## src/rtl/banco_fifo_entrada_pkg.sv

```systemverilog
// Shared transaction-layer types for the input buffer bank: word widths, lane count and the stored entry layout.
// Latency: n/a (types only). Backpressure: n/a.
package pkg_capa_transaccion;

    localparam int WORD_W    = 8;
    localparam int DEST_W    = 4;
    localparam int NUM_LANES = 4;

    typedef struct packed {
        logic [DEST_W-1:0] dest;
        logic [WORD_W-1:0] data;
    } entrada_t;

endpackage

```

## src/rtl/banco_fifo_entrada_fifo_carril.sv

```systemverilog
// One input lane: DEPTH-entry FIFO with registered read port, count-decoded flags and a sticky error flag.
// Latency: 1 cycle push-to-poppable, 1 cycle pop-to-valid_out. Backpressure: overflow drops the word, underflow is ignored; both set error.
module fifo_carril
    import pkg_capa_transaccion::*;
#(
    parameter int DEPTH = 8,
    parameter int AF_TH = 6,
    parameter int AE_TH = 2
) (
    input  logic              clk,
    input  logic              reset_L,
    input  logic              push,
    input  logic [WORD_W-1:0] data_in,
    input  logic [DEST_W-1:0] dest_in,
    input  logic              pop,
    output logic [WORD_W-1:0] data_out,
    output logic [DEST_W-1:0] dest_out,
    output logic              valid_out,
    output logic              full,
    output logic              empty,
    output logic              almost_full,
    output logic              almost_empty,
    output logic              error
);

    localparam int AW = $clog2(DEPTH);
    localparam int CW = AW + 1;
    localparam logic [CW-1:0] DEPTH_C = CW'(DEPTH);
    localparam logic [CW-1:0] AF_C    = CW'(AF_TH);
    localparam logic [CW-1:0] AE_C    = CW'(AE_TH);

    entrada_t          mem [DEPTH];
    logic [AW-1:0]     wr_ptr;
    logic [AW-1:0]     rd_ptr;
    logic [CW-1:0]     count;
    logic              pop_ok;
    logic              push_ok;

    // A pop in the same cycle frees a slot, so a full lane still accepts the push.
    assign pop_ok  = pop && (count != '0);
    assign push_ok = push && ((count != DEPTH_C) || pop_ok);

    always_ff @(posedge clk) begin
        if (push_ok) begin
            mem[wr_ptr] <= '{dest: dest_in, data: data_in};
        end
    end

    always_ff @(posedge clk or negedge reset_L) begin
        if (!reset_L) begin
            wr_ptr    <= '0;
            rd_ptr    <= '0;
            count     <= '0;
            data_out  <= '0;
            dest_out  <= '0;
            valid_out <= 1'b0;
            error     <= 1'b0;
        end else begin
            valid_out <= pop_ok;
            if (push_ok) begin
                wr_ptr <= wr_ptr + AW'(1);
            end
            if (pop_ok) begin
                rd_ptr   <= rd_ptr + AW'(1);
                data_out <= mem[rd_ptr].data;
                dest_out <= mem[rd_ptr].dest;
            end
            case ({push_ok, pop_ok})
                2'b10:   count <= count + CW'(1);
                2'b01:   count <= count - CW'(1);
                default: count <= count;
            endcase
            if ((push && !push_ok) || (pop && !pop_ok)) begin
                error <= 1'b1;
            end
        end
    end

    assign full         = (count == DEPTH_C);
    assign empty        = (count == '0);
    assign almost_full  = (count >= AF_C);
    assign almost_empty = (count <= AE_C);

endmodule

```

## src/rtl/banco_fifo_entrada.sv

```systemverilog
// Four independent input lanes feeding the lane arbiter; ports flattened to per-lane _0.._3 names.
// Latency: 1 cycle per lane for push and pop. Backpressure: none upstream; overflow/underflow reported on errorN.
module banco_fifo_entrada
    import pkg_capa_transaccion::*;
#(
    parameter int DEPTH = 8,
    parameter int AF_TH = 6,
    parameter int AE_TH = 2
) (
    input  logic              clk,
    input  logic              reset_L,
    input  logic              push0, push1, push2, push3,
    input  logic [WORD_W-1:0] data_in0, data_in1, data_in2, data_in3,
    input  logic [DEST_W-1:0] dest_in0, dest_in1, dest_in2, dest_in3,
    input  logic              pop0, pop1, pop2, pop3,
    output logic [WORD_W-1:0] data_out0, data_out1, data_out2, data_out3,
    output logic [DEST_W-1:0] dest_out0, dest_out1, dest_out2, dest_out3,
    output logic              valid_out0, valid_out1, valid_out2, valid_out3,
    output logic              full0, full1, full2, full3,
    output logic              empty0, empty1, empty2, empty3,
    output logic              almost_full0, almost_full1, almost_full2, almost_full3,
    output logic              almost_empty0, almost_empty1, almost_empty2, almost_empty3,
    output logic              error0, error1, error2, error3
);

    fifo_carril #(.DEPTH(DEPTH), .AF_TH(AF_TH), .AE_TH(AE_TH)) u_carril0 (
        .clk(clk), .reset_L(reset_L), .push(push0), .data_in(data_in0), .dest_in(dest_in0),
        .pop(pop0), .data_out(data_out0), .dest_out(dest_out0), .valid_out(valid_out0),
        .full(full0), .empty(empty0), .almost_full(almost_full0),
        .almost_empty(almost_empty0), .error(error0)
    );

    fifo_carril #(.DEPTH(DEPTH), .AF_TH(AF_TH), .AE_TH(AE_TH)) u_carril1 (
        .clk(clk), .reset_L(reset_L), .push(push1), .data_in(data_in1), .dest_in(dest_in1),
        .pop(pop1), .data_out(data_out1), .dest_out(dest_out1), .valid_out(valid_out1),
        .full(full1), .empty(empty1), .almost_full(almost_full1),
        .almost_empty(almost_empty1), .error(error1)
    );

    fifo_carril #(.DEPTH(DEPTH), .AF_TH(AF_TH), .AE_TH(AE_TH)) u_carril2 (
        .clk(clk), .reset_L(reset_L), .push(push2), .data_in(data_in2), .dest_in(dest_in2),
        .pop(pop2), .data_out(data_out2), .dest_out(dest_out2), .valid_out(valid_out2),
        .full(full2), .empty(empty2), .almost_full(almost_full2),
        .almost_empty(almost_empty2), .error(error2)
    );

    fifo_carril #(.DEPTH(DEPTH), .AF_TH(AF_TH), .AE_TH(AE_TH)) u_carril3 (
        .clk(clk), .reset_L(reset_L), .push(push3), .data_in(data_in3), .dest_in(dest_in3),
        .pop(pop3), .data_out(data_out3), .dest_out(dest_out3), .valid_out(valid_out3),
        .full(full3), .empty(empty3), .almost_full(almost_full3),
        .almost_empty(almost_empty3), .error(error3)
    );

endmodule

```

## config.mk

```make
export PLATFORM = sky130hd
export DESIGN_NAME = banco_fifo_entrada
export DESIGN_NICKNAME = d
export VERILOG_FILES = /design/src/rtl/banco_fifo_entrada_pkg.sv /design/src/rtl/banco_fifo_entrada_fifo_carril.sv /design/src/rtl/banco_fifo_entrada.sv
export SDC_FILE = /design/constraint.sdc
export NUM_CORES = 1
export LEC_CHECK = 0
export ABC_AREA = 1
export CAP_MARGIN = 20
export CELL_PAD_IN_SITES_DETAIL_PLACEMENT = 2
export CELL_PAD_IN_SITES_GLOBAL_PLACEMENT = 2
export CORE_MARGIN = 1.5
export CORE_UTILIZATION = 37
export DETAILED_ROUTE_END_ITERATION = 8
export PLACE_DENSITY = 0.83
export SLEW_MARGIN = 0
export SYNTH_ARGS = -nofsm -noshare
export SYNTH_HDL_FRONTEND = slang
export SYNTH_SLANG_ARGS = --single-unit
export TNS_END_PERCENT = 1
```

## constraint.sdc

```tcl
create_clock -name clk -period 1.9 [get_ports clk]
set_input_delay 0.38 -clock clk [delete_from_list [all_inputs] [get_ports clk]]
set_output_delay 0.38 -clock clk [all_outputs]
set_load 0.1 [all_outputs]
```

==> results of run 1 <==
flip-flops by register name (all words and copies together) (netlist names), 8 cells and up:
name	flops
u_carril3.data_out	8
u_carril0.data_out	8
u_carril2.mem	96
u_carril1.mem	96
u_carril2.data_out	8
u_carril3.mem	96
u_carril0.mem	96
u_carril1.data_out	8
routing by layer:
metal	global-route usage, %	up-vias	wire length (um)
li1	-	6086	-
met1	26.3	6977	23900
met2	42.0	237	33000
met3	2.87	100	1610
met4	6.77	0	1500
met5	0	-	0
placed cells by master, fill, tap and decap left out, drive strengths merged:
master	count
edfxtp	384
nand3	69
nand2	190
clkdlybuf4s50	56
a21oi	11
xor2	20
fa	1
or2	6
clkinv	17
bufinv	6
ha	19
clkinvlp	2
dfrtp	96
clkbuf	72
inv	62
xnor2	4
o211ai	96
nor2	328
buf	214
dlygate4sd3	1
o221ai	1
nor3	8
o21ai	211
metrics by stage:
step | hold slack, ns | utilization (%) | cells
3_5_place_dp | 0.221 | 44.2 | 2445
5_1_grt | 0.199 | 48.3 | 2554
3_3_place_gp | 0.214 | 44.2 | 2445
4_1_cts | 0.122 | 47.9 | 2549
2_1_floorplan | 0.0844 | - | 1581
6_report | 0.197 | 48.3 | 2554
final cells by class:
class | instances | area [um^2] | area share [%]
clock buffers | 72 | 1480 | 5.93
clock inverters | 26 | 278 | 1.11
inverters | 61 | 244 | 0.977
multi-input cells | 964 | 5030 | 20.2
flip-flops and latches | 480 | 13900 | 55.8
well taps | 680 | 851 | 3.41
repair buffers | 271 | 3140 | 12.6
logic make-up (layout without fill, tap and decap cells):
group | after synthesis | after routing | synth area share (%)
AND/OR/NAND/NOR | 601 | 601 | 12.8
AO/OA/AOI/OAI | 319 | 319 | 9.45
adder cells (fa/ha/maj) | 20 | 20 | 1.32
XOR/XNOR | 24 | 24 | 1.08
buffers and inverters | 137 | 430 | 3.87
flip-flops | 480 | 480 | 71.5
worst paths after layout:
path / from / end / slack [ns]
hold / removal: reset_L / u_carril2.dest_out[3]$_DFFE_PN0P_ / 0.20
setup reg to reg: u_carril1.count[2]$_DFFE_PN0P_ / u_carril1.count[3]$_DFFE_PN0P_ / -0.13
hold reg to reg: u_carril3.error$_DFFE_PN0P_ / u_carril3.error$_DFFE_PN0P_ / 0.48
setup / recovery: u_carril0.count[2]$_DFFE_PN0P_ / full0 / -0.20
min in group clk: u_carril3.error$_DFFE_PN0P_ / u_carril3.error$_DFFE_PN0P_ / 0.48
max in group asynchronous: reset_L / u_carril3.data_out[6]$_DFFE_PN0P_ / 1.14
Yosys cell counts, drive strengths merged, types with 4 or more instances:
| master | instances | area [um^2] |
|---|---|---|
| edfxtp | 384 | 11500 |
| xor2 | 20 | 175 |
| nand3 | 69 | 365 |
| dfrtp | 96 | 2400 |
| xnor2 | 4 | 35.0 |
| nor2 | 328 | 1250 |
| inv | 61 | 234 |
| o21ai | 211 | 1060 |
| clkbuf | 20 | 80.1 |
| nor3 | 8 | 45.0 |
| nand2 | 190 | 785 |
| a21oi | 11 | 55.1 |
| o211ai | 96 | 721 |
| buf | 56 | 440 |
| ha | 19 | 238 |
| or2 | 6 | 45.1 |
power by group:
| group | internal (W) | leakage (nW) | switching, W | total [W] |
|---|---|---|---|---|
| sequential | 0.0135 | 4.62 | 0.00143 | 0.0149 |
| combinational | 0.00684 | 3.84 | 0.0139 | 0.0208 |
| clock | 0.00624 | 0.857 | 0.00423 | 0.0105 |
timing repair:
item | 4_1_cts | 5_1_grt
endpoints found under the setup margin | 108 | 249
hold buffers | 1 | 0
pin swaps | 7 | 6
endpoints found under the hold margin | 96 | 0
buffers inserted | 5 | 5
gates resized for setup | 39 | 39
==> impl_metrics.tcl, run 1 <==
set metrics [dict create \
    n_diodes 0 \
    drt.antenna.violating_nets 0 \
    chipWidth_um 232 \
    grt_antenna_before_repair 0 \
    vias_per_cell 5.25 \
    synth.ff_latch_count 480 \
    clk-insertion-delay-late_ns 0.60 \
    crit_arrival_ns 1.72 \
    cts_tree "yes" \
    fp-row-count 83 \
    number_of_buffers_created_by_cts 53 \
    number_of_maximum_capacitance_constraint_violations 0 \
    place_area_um2 22900 \
    timing.critical_path.max_delay_family "buffers and inverters" \
    grt_pass1_wl_mm 91.9 \
    reg2regPathDepth 13 \
    synth_cells 1581 \
    detailedRoute.firstPassIterationCount 4 \
    pre_cts_slack_ns -0.439 \
    num_vias 13400 \
    worst_slew_margin_rel_pct 59.6 \
    data_required_time_at_the_worst_endpoint_ns 1.52 \
    final_hold_viol_count 0 \
    drv_slew 0 \
    rsz0062_at_grt "true" \
    post_route_cells_drive_above_1_share_pct 21.0 \
    layout.filler_cells 4996 \
    power_leakage_nw 9.32 \
    chain_of_cells_forming_the_critical_path "buf_6, nor3_4, buf_6, buf_12" \
    worst_path_largest_cell_delay_ns 0.40 \
    period_share_pct 110 \
    max_freq_mhz 477 \
    total_grt_usage_pct 22.3 \
    worstSetupEndpointType "output port" \
    synth.net_count 1659 \
    critical_path.most_common_cell "buf_6" \
    fin_nets 1909 \
    synth_edf_count 384 \
    flow.area_growth_from_synthesis_pct 28.1 \
    ctsHtreeMaxLevel 2 \
    cts.sinks 480 \
    violations_in_the_final_reports "setup timing" \
    portBuffers 129 \
    crit_cells 4 \
    criticalPathCategory "reg -> out" \
    ctsLongestPathBuffers 3 \
    drt_first_iter_violations 716 \
    dp.final_hpwl_mm 39.5 \
    routability_congestion_estimate_from_global_placement 0.805 \
    worst_setup_hold_path_clk_slew_ns 0.06 \
    timing.setup.tns_ns -2.47 \
    detail_route.wirelength_mm 60.0 \
    design.core.area_um2 51700 \
    synth_warnings 0 \
    final.min_clock_period_ns 2.10 \
    path_buf_inv 3 \
    ys_dominant_reg_cell "edfxtp_1" \
    grt_pass1_vias 15300 \
    routed_wire_length_per_instance_um 23.5 \
    drc 0 \
    grt_start_max_net_pins 51 \
    asyncSetResetFlopFracSynth_pct 20.0 \
    initial_utilization_pct 37.7 \
    netlist_area_um2 19500 \
    timing.clock.skew_ns 0.0192 \
    clockRootBuffer "clkbuf_16" \
    max_slew.worst_pin.slew_ns 0.605 \
    cp_slowest_cell "dfrtp_1" \
    run_status "finished with violations" \
    die_height_um 232 \
    num_io_pins 130 \
    timing.critical_path.fanout_max 4 \
    power-per-cell-area_nw_per_um2 1850 \
    synth.avg_cell_area_um2 12.3 \
    grt_overflow 0 \
    setup_viol_count_final 29 \
    total_power_w 0.0462 \
    synth_seq_area_share_pct 71.5 \
    critPathLaunchType "flip-flop" \
    vdd.ir_drop.worst_mv 1.21 \
    holdCritPathClass "in -> async" \
    die_area_um2 54000 \
    finalWorstSetupSlack_ns -0.197 \
    fin_area_um2 25000 \
    synth.lib_cells_used.distinct 34 \
]
Note: power is estimated with default switching activity, not from simulation.
==> run 2, diff against run 1 <==
--- a/config.mk
+++ b/config.mk
@@ -5,14 +5,13 @@
 export SDC_FILE = /design/constraint.sdc
 export NUM_CORES = 1
 export LEC_CHECK = 0
-export ABC_AREA = 1
 export CAP_MARGIN = 20
 export CELL_PAD_IN_SITES_DETAIL_PLACEMENT = 2
 export CELL_PAD_IN_SITES_GLOBAL_PLACEMENT = 2
 export CORE_MARGIN = 1.5
-export CORE_UTILIZATION = 37
+export CORE_UTILIZATION = 35
 export DETAILED_ROUTE_END_ITERATION = 8
-export PLACE_DENSITY = 0.83
+export PLACE_DENSITY = 0.75
 export SLEW_MARGIN = 0
 export SYNTH_ARGS = -nofsm -noshare
 export SYNTH_HDL_FRONTEND = slang
==> impl_metrics.tcl, run 2 <==
set metrics [dict create \
    data_required_time_at_the_worst_endpoint_ns 1.52 \
    crit_arrival_ns 1.91 \
    total_grt_usage_pct 18.5 \
    detailedRoute.firstPassIterationCount 4 \
    run_status "finished with violations" \
    layout.filler_cells 4998 \
    post-synth-top-count-cell "edfxtp_1" \
    cts_tree "yes" \
    drt.antenna.violating_nets 0 \
    grt_antenna_before_repair 2 \
    grt_pass1_wl_mm 78.8 \
    ctsLongestPathBuffers 3 \
    netlist_area_um2 19200 \
    setup_viol_count_final 72 \
    finalWorstSetupSlack_ns -0.388 \
    fp-row-count 85 \
    synth_top_cells_by_area "edfxtp_1, dfrtp_1, mux2_2, mux2i_1, a221o_1" \
    initial_utilization_pct 35.5 \
    criticalPathCategory "reg -> out" \
    post-synth-top-area-fraction_pct 60.1 \
    worstSetupEndpointType "output port" \
    rsz0062_at_grt "true" \
    final.min_clock_period_ns 2.29 \
    pre_cts_slack_ns -0.627 \
    vdd.ir_drop.worst_mv 1.03 \
    ys_dominant_reg_cell "edfxtp_1" \
    synth.lib_cells_used.distinct 44 \
    num_vias 11100 \
    multi_input_comb_area_um2 5330 \
    synth_cells 1176 \
    leading_cell_types_in_the_layout_fill_and_taps_excluded "edfxtp_1, buf_4, mux2_2" \
    holdCritPathClass "in -> async" \
    max_freq_mhz 437 \
    ctsHtreeMaxLevel 2 \
    met3WireLength_mm 1.50 \
    post_route_cells_drive_above_1_share_pct 32.1 \
    timing.clock.skew_ns 0.0162 \
    number_of_buffers_created_by_cts 53 \
    met2WireLength_mm 28.0 \
    synth.net_count 1254 \
    grt_overflow 0 \
    wl_met1_mm 21.0 \
    chipWidth_um 237 \
    synth_edf_count 384 \
    synth.ff_latch_count 480 \
    die_area_um2 56200 \
    grt_start_max_net_pins 48 \
    portBuffers 129 \
    design.core.area_um2 54000 \
    clockRootBuffer "clkbuf_16" \
    clk-insertion-delay-late_ns 0.59 \
    critPathLaunchType "flip-flop" \
    fin_nets 1517 \
    grt_pass1_vias 12900 \
    number_of_maximum_capacitance_constraint_violations 0 \
    die_height_um 237 \
    drv_slew 0 \
    synth_seq_area_share_pct 72.7 \
    power-per-cell-area_nw_per_um2 1820 \
    netlist_top_cells_count "edfxtp_1, mux2_2, mux2i_1" \
    power_leakage_nw 9.24 \
    max_slew.worst_pin.slew_ns 0.754 \
    period_share_pct 120 \
    synth_top_area_cell "edfxtp_1" \
    worst_slew_margin_rel_pct 49.7 \
    timing.critical_path.fanout_max 3 \
    final_hold_viol_count 0 \
    route.top_layer_used "met5" \
    final_common_cell "edfxtp_1" \
    asyncSetResetFlopFracSynth_pct 20.0 \
    routability_congestion_estimate_from_global_placement 0.767 \
    detail_route.wirelength_mm 51.5 \
    drt_first_iter_violations 440 \
    timing.setup.tns_ns -6.20 \
    drc 0 \
    total_power_w 0.0460 \
    routed_wire_length_per_instance_um 23.6 \
    cts.sinks 480 \
    filler_free_cell_count_of_the_finished_design 2179 \
    dp.final_hpwl_mm 33.5 \
    worst_setup_hold_path_clk_slew_ns 0.06 \
    synth_warnings 0 \
    violations_in_the_final_reports "setup timing" \
    num_io_pins 130 \
    synth.avg_cell_area_um2 16.3 \
    n_diodes 0 \
    vias_per_cell 5.09 \
    storage_cell_area_um2 13900 \
    flow.area_growth_from_synthesis_pct 31.5 \
    placed_cells 2071 \
]
-- run 2: cell types whose count changed after synthesis, moves of 60 or more --
cell,delta
o21ai_0,-98
mux2i_1,+100
nor2_1,-285
o211ai_1,-96
nand2_1,-83
mux2_2,+102
nand3_1,-64
o21ai_1,-60
-- run 2: layer usage --
metal	global-route usage, %	up-vias
li1	-	5032
met1	21.8	5800
met2	34.8	183
met3	2.98	77
met4	4.63	4
met5	0	-
-- run 2: worst paths after layout --
path | slack, ns | depth (start not counted) | from | endpoint
max | -0.39 | 5 | u_carril1.count[2]$_DFFE_PN0P_ | empty1
min | 0.17 | 2 | reset_L | u_carril0.dest_out[1]$_DFFE_PN0P_
max reg2reg | -0.33 | 9 | u_carril1.count[0]$_DFFE_PN0P_ | u_carril1.count[3]$_DFFE_PN0P_
min reg2reg | 0.47 | 1 | u_carril2.error$_DFFE_PN0P_ | u_carril2.error$_DFFE_PN0P_
max in group asynchronous | 1.15 | 3 | reset_L | u_carril2.count[3]$_DFFE_PN0P_
min in group clk | 0.47 | 1 | u_carril2.error$_DFFE_PN0P_ | u_carril2.error$_DFFE_PN0P_
-- run 2: area by class of cell --
type                            count  area share (%)
Sequential cell                   480            55.3
Multi-Input combinational cell    625            21.1
Timing Repair Buffer              267            13.0
Clock buffer                       78            6.00
Tap cell                          696            3.45
Clock inverter                     21           0.908
Inverter                           12           0.199
-- run 2: through the flow --
stage	hold WS, ns	util, %	area (um^2)
floorplan	0.0844	-	19400
global placement	0.214	42.7	23100
detailed placement	0.225	42.7	23100
CTS	0.141	46.4	25000
global route	0.164	46.7	25200
finish	0.175	46.7	25200
-- run 2: what timing repair did --
action / in CTS / in global routing
setup endpoints to repair: 278 / 304
endpoints found under the hold margin: 96 / 0
setup buffers: 4 / 4
pin swaps: 9 / 10
gates resized for setup: 43 / 36
hold buffers: 1 / 0
-- run 2: power by group --
group / switching (W) / total, W / internal [W]
clock: 0.00413 / 0.0103 / 0.00617
combinational: 0.0124 / 0.0205 / 0.00811
sequential: 0.00157 / 0.0152 / 0.0136
total: 0.0181 / 0.0460 / 0.0279
-- run 2: critical path, cell delays in order, from the launching register on --
cell and delay, ns:
dfrtp_1 0.40, buf_6 0.13, or3_4 0.37, buf_8 0.14, nor2_4 0.11, buf_12 0.18
-- run 2: kinds of logic (layout without fill, tap and decap cells) --
kind of cell    after synthesis  after routing  share of synthesized area (%)
flops                       480            480                           72.7
simple gates                189            189                           4.53
compound gates              180            180                           6.67
xor+xnor                     32             32                           1.46
fa+ha+maj                    20             20                           1.34
mux                         204            204                           11.4
buf+inv                      71            378                           1.96
==> run 3, diff against run 2 <==
--- a/config.mk
+++ b/config.mk
@@ -11,7 +11,7 @@
 export CORE_MARGIN = 1.5
 export CORE_UTILIZATION = 35
 export DETAILED_ROUTE_END_ITERATION = 8
-export PLACE_DENSITY = 0.75
+export PLACE_DENSITY_LB_ADDON = 0.1
 export SLEW_MARGIN = 0
 export SYNTH_ARGS = -nofsm -noshare
 export SYNTH_HDL_FRONTEND = slang
==> impl_metrics.tcl, run 3 (same netlist as run 2, synthesis figures left out) <==
set metrics [dict create \
    run_status "finished with violations" \
    violations_in_the_final_reports "setup timing" \
    total_grt_usage_pct 17.3 \
    grt_pass1_vias 12300 \
    timing.critical_path.fanout_max 6 \
    final_common_cell "edfxtp_1" \
    fin_nets 1516 \
    num_io_pins 130 \
    clockRootBuffer "clkbuf_16" \
    detail_route.wirelength_mm 47.9 \
    leading_cell_types_in_the_layout_fill_and_taps_excluded "edfxtp_1, buf_4, mux2_2" \
    chipWidth_um 237 \
    worst_slew_margin_rel_pct 32.0 \
    grt_antenna_before_repair 1 \
    worstSetupEndpointType "output port" \
    n_diodes 0 \
    dp.final_hpwl_mm 31.6 \
    reg2reg_slack_ns -0.31 \
    timing.setup.tns_ns -4.89 \
    drc 0 \
    number_of_buffers_created_by_cts 54 \
    drt.antenna.violating_nets 0 \
    clk-insertion-delay-late_ns 0.59 \
    crit_arrival_ns 1.95 \
    portBuffers 129 \
    ctsHtreeMaxLevel 2 \
    fin_area_um2 25300 \
    vias_per_cell 5.03 \
    criticalPathCategory "reg -> out" \
    routability_congestion_estimate_from_global_placement 0.715 \
    worst_setup_hold_path_clk_slew_ns 0.06 \
    power-per-cell-area_nw_per_um2 1830 \
    cts_tree "yes" \
    finalWorstSetupSlack_ns -0.429 \
    layout.filler_cells 4982 \
    initial_utilization_pct 35.5 \
    final_hold_viol_count 0 \
    timing.clock.skew_ns 0.0251 \
    multi_input_comb_area_um2 5310 \
    final.min_clock_period_ns 2.33 \
    num_vias 11000 \
    storage_cell_area_um2 13900 \
    ctsLongestPathBuffers 3 \
    design.core.area_um2 54000 \
    post_route_cells_drive_above_1_share_pct 32.5 \
    place_area_um2 23100 \
    grt_start_max_net_pins 55 \
    holdCritPathClass "in -> async" \
    cts.sinks 480 \
    routed_wire_length_per_instance_um 22.0 \
    setup_viol_count_final 43 \
    critPathLaunchType "flip-flop" \
    grt_overflow 0 \
    max_freq_mhz 429 \
    max_slew.worst_pin.slew_ns 1.02 \
    die_area_um2 56200 \
    flow.area_growth_from_synthesis_pct 32.2 \
    power_leakage_nw 9.30 \
    rsz0062_at_grt "true" \
    vdd.ir_drop.worst_mv 1.05 \
    data_required_time_at_the_worst_endpoint_ns 1.52 \
    grt_pass1_wl_mm 74.4 \
    drt_first_iter_violations 406 \
    final.hold.worst_slack_ns 0.325 \
    detailedRoute.firstPassIterationCount 4 \
    fp-row-count 85 \
    die_height_um 237 \
    period_share_pct 123 \
    drv_slew 0 \
    number_of_maximum_capacitance_constraint_violations 0 \
]
run 3: layout make-up:
| type | instances | share of cell area, % |
|---|---|---|
| timing repair buffer | 265 | 13.0 |
| inverter | 12 | 0.197 |
| clock buffer | 68 | 5.86 |
| multi-input combinational | 625 | 20.9 |
| sequential | 480 | 55.0 |
| tap | 696 | 3.44 |
| clock inverter | 32 | 1.53 |
run 3: repair_timing:
item	4_1_cts	5_1_grt
endpoints found under the setup margin	249	341
hold endpoints to repair	96	0
buffers inserted	3	2
hold buffers	1	0
resized for setup	43	32
pin swaps	7	12
run 3: worst paths after layout:
kind                                                endpoint  depth (start not counted)                      startpoint
max                                                    full1                          5  u_carril1.count[1]$_DFFE_PN0P_
min                        u_carril0.data_out[0]$_DFFE_PN0P_                          3                         reset_L
max reg2reg                   u_carril3.count[3]$_DFFE_PN0P_                          9  u_carril3.count[0]$_DFFE_PN0P_
min reg2reg                      u_carril2.error$_DFFE_PN0P_                          1     u_carril2.error$_DFFE_PN0P_
max in group asynchronous    u_carril3.rd_ptr[0]$_DFFE_PN0P_                          3                         reset_L
min in group clk                 u_carril2.error$_DFFE_PN0P_                          1     u_carril2.error$_DFFE_PN0P_
run 3: routing by layer:
layer	global-route usage [%]	wire length [um]	part of all wire, %
met5	0	17	0.036
met4	4.38	861	1.8
met3	2.74	1630	3.4
met2	29.7	24000	50
met1	22.9	21300	45
run 3: critical path, cell delays in order, from the launching register on:
cell and delay, ns:
dfrtp_1 0.39, buf_4 0.14, or3_4 0.39, buf_8 0.15, nor2_4 0.12, buf_12 0.18
run 3: metrics by stage:
step	setup slack, ns	instances	total power [W]	util (%)
floorplan	-0.359	1176	0.0273	-
global placement	-0.544	2071	0.0348	42.8
detailed placement	-0.570	2072	0.0353	42.8
CTS	-0.457	2176	0.0469	46.7
global route	-0.505	2178	0.0485	46.9
finish	-0.429	2178	0.0464	46.9
run 3: power by group:
part / leakage, nW / internal [W] / total [W] / switching (W)
Sequential: 4.61 / 0.0136 / 0.0151 / 0.00149
Combinational: 3.77 / 0.00814 / 0.0203 / 0.0122
Clock: 0.924 / 0.00673 / 0.0109 / 0.00419
Total: 9.30 / 0.0285 / 0.0464 / 0.0179
==> edit: new RTL, flow settings as in run 3 <==
`AF_TH` is set to 6 in 2 places; all go to 4.
--- a/src/rtl/banco_fifo_entrada_fifo_carril.sv
+++ b/src/rtl/banco_fifo_entrada_fifo_carril.sv
@@ -5,5 +5,5 @@
 #(
     parameter int DEPTH = 8,
-    parameter int AF_TH = 6,
+    parameter int AF_TH = 4,
     parameter int AE_TH = 2
 ) (
--- a/src/rtl/banco_fifo_entrada.sv
+++ b/src/rtl/banco_fifo_entrada.sv
@@ -5,5 +5,5 @@
 #(
     parameter int DEPTH = 8,
-    parameter int AF_TH = 6,
+    parameter int AF_TH = 4,
     parameter int AE_TH = 2
 ) (
Function: changed (Yosys sat finds a counterexample within 10 cycles, from zero or initial values and one cycle with reset_L low).
==> edit against run 3 <==
The flow still finishes with violations (setup timing). Die area decreased by 0.85%. Cell count decreased by 7.2%. Via count down 8.8%. Sequential cell count unchanged. Total power decreased by 4.1%. Non-clock buffer count fell by 9. Setup slack improved by 0.034 ns. Count of clock-buffer cells in the layout rose by 13. Design area is 1.0% lower. Synthesized area shrank 0.86%. Routed wire length fell by 5.8%.
==> edit: results (changes against run 3) <==
run_status:
  violations: "setup timing"  # unchanged
  outcome: "finished with violations"  # unchanged
grt:
  grt_pass1_vias: 11570  # was 12290
  antenna_found_initial: 0  # was 1
  grt_max_degree: 54  # was 55
  grtUsageTotal_pct: 16.82  # was 17.31%
power_and_ir_drop:
  power_frac_clock_pct: 23.3  # was 23.6%
  power_leakage_nw: 8.966  # was 9.304 nW
  pwr-share-seq_pct: 33.7  # was 32.6%
yosys:
  ys_types: 51  # was 44
  ys_seq_area_share_pct: 73.30  # was 72.67%
  synthesis.nets: 1106  # was 1254
  yosys-top-cells-count: "384 x edfxtp_1, 96 x dfrtp_1, 96 x mux4_2"  # was 384 x edfxtp_1, 102 x mux2_2, 100 x mux2i_1
placement:
  dpl_cell_area_um2: 22830  # was 23130 um2
  routabilityCongestion: 0.7083  # was 0.7149
clock_tree:
  cts_buffers: 53  # was 54
  post_cts_buffers: 7  # was 3
  cts_resized: 76  # was 43
sta:
  fin_skew_ns: 0.01200  # was 0.02514 ns
  worst_pin_slew_ns: 0.3655  # was 1.016 ns
  worst_slack_ns: -0.3946  # was -0.4287 ns
  setup_viol: 316  # was 43
setup_path:
  cp-startpoint: "u_carril0.count[1]"  # was u_carril1.count[1]
  cp.arrival_ns: 2.80  # was 1.95 ns
  r2r-start: "u_carril0.count[1]"  # was u_carril3.count[0]
  rr_worst_depth: 8  # was 9
  critPathMaxStageDelay_ns: 0.56  # was 0.39 ns
  critical-path-slowest-cell: "or4b_4"  # was dfrtp_1
cells_and_area:
  final_nets: 1361  # was 1516
  layout-drive-gt1-share_pct: 35.09  # was 32.52%
route:
  drtIter0Drc: 310  # was 406
edit: through the flow:
step / total power [W] / setup WS (ns) / hold slack, ns / std cells
floorplan: 0.02676 / -1.391 / 0.08441 / 1028
global placement: 0.03367 / -0.5972 / 0.4001 / 1915
detailed placement: 0.03401 / -0.6131 / 0.4031 / 1915
CTS: 0.04509 / -0.4161 / 0.3111 / 2020
global route: 0.04664 / -0.5053 / 0.3300 / 2021
finish: 0.04445 / -0.3946 / 0.3233 / 2021
edit: area by class of cell:
class / count / area, um2 / area share (%)
Clock buffer: 81 / 1587 / 6.323
Clock inverter: 16 / 182.7 / 0.7280
Inverter: 18 / 77.57 / 0.3092
Multi-Input combinational cell: 474 / 5131 / 20.45
Sequential cell: 480 / 13930 / 55.53
Tap cell: 696 / 870.8 / 3.471
Timing Repair Buffer: 256 / 3309 / 13.19
edit: cell families (layout without fill, tap and decap cells):
family | after synthesis | after routing | share of synthesized area (%)
compound gates | 93 | 93 | 3.205
xor+xnor | 33 | 33 | 1.520
fa+ha+maj | 20 | 20 | 1.356
buf+inv | 74 | 371 | 1.994
flops | 480 | 480 | 73.30
mux | 151 | 151 | 14.32
simple gates | 177 | 177 | 4.311
edit: worst register-to-register path: stages, from the launching register on:
cell      delay [ns]
dfrtp_1         0.38
or4b_4          0.56
o21a_1          0.22
clkinv_2        0.09
buf_8           0.11
ha_4            0.14
or3b_4          0.37
a31oi_1         0.20
xor2_1          0.15
edit: metal layers:
metal | wire (um) | share of wire [%] | vias up | track usage (%)
met5 | 0 | 0 | - | 0
met4 | 701 | 1.6 | 0 | 3.910
met3 | 1882 | 4.2 | 53 | 3.324
met2 | 22700 | 50 | 163 | 28.69
met1 | 19780 | 44 | 5245 | 22.17
li1 | - | - | 4533 | -
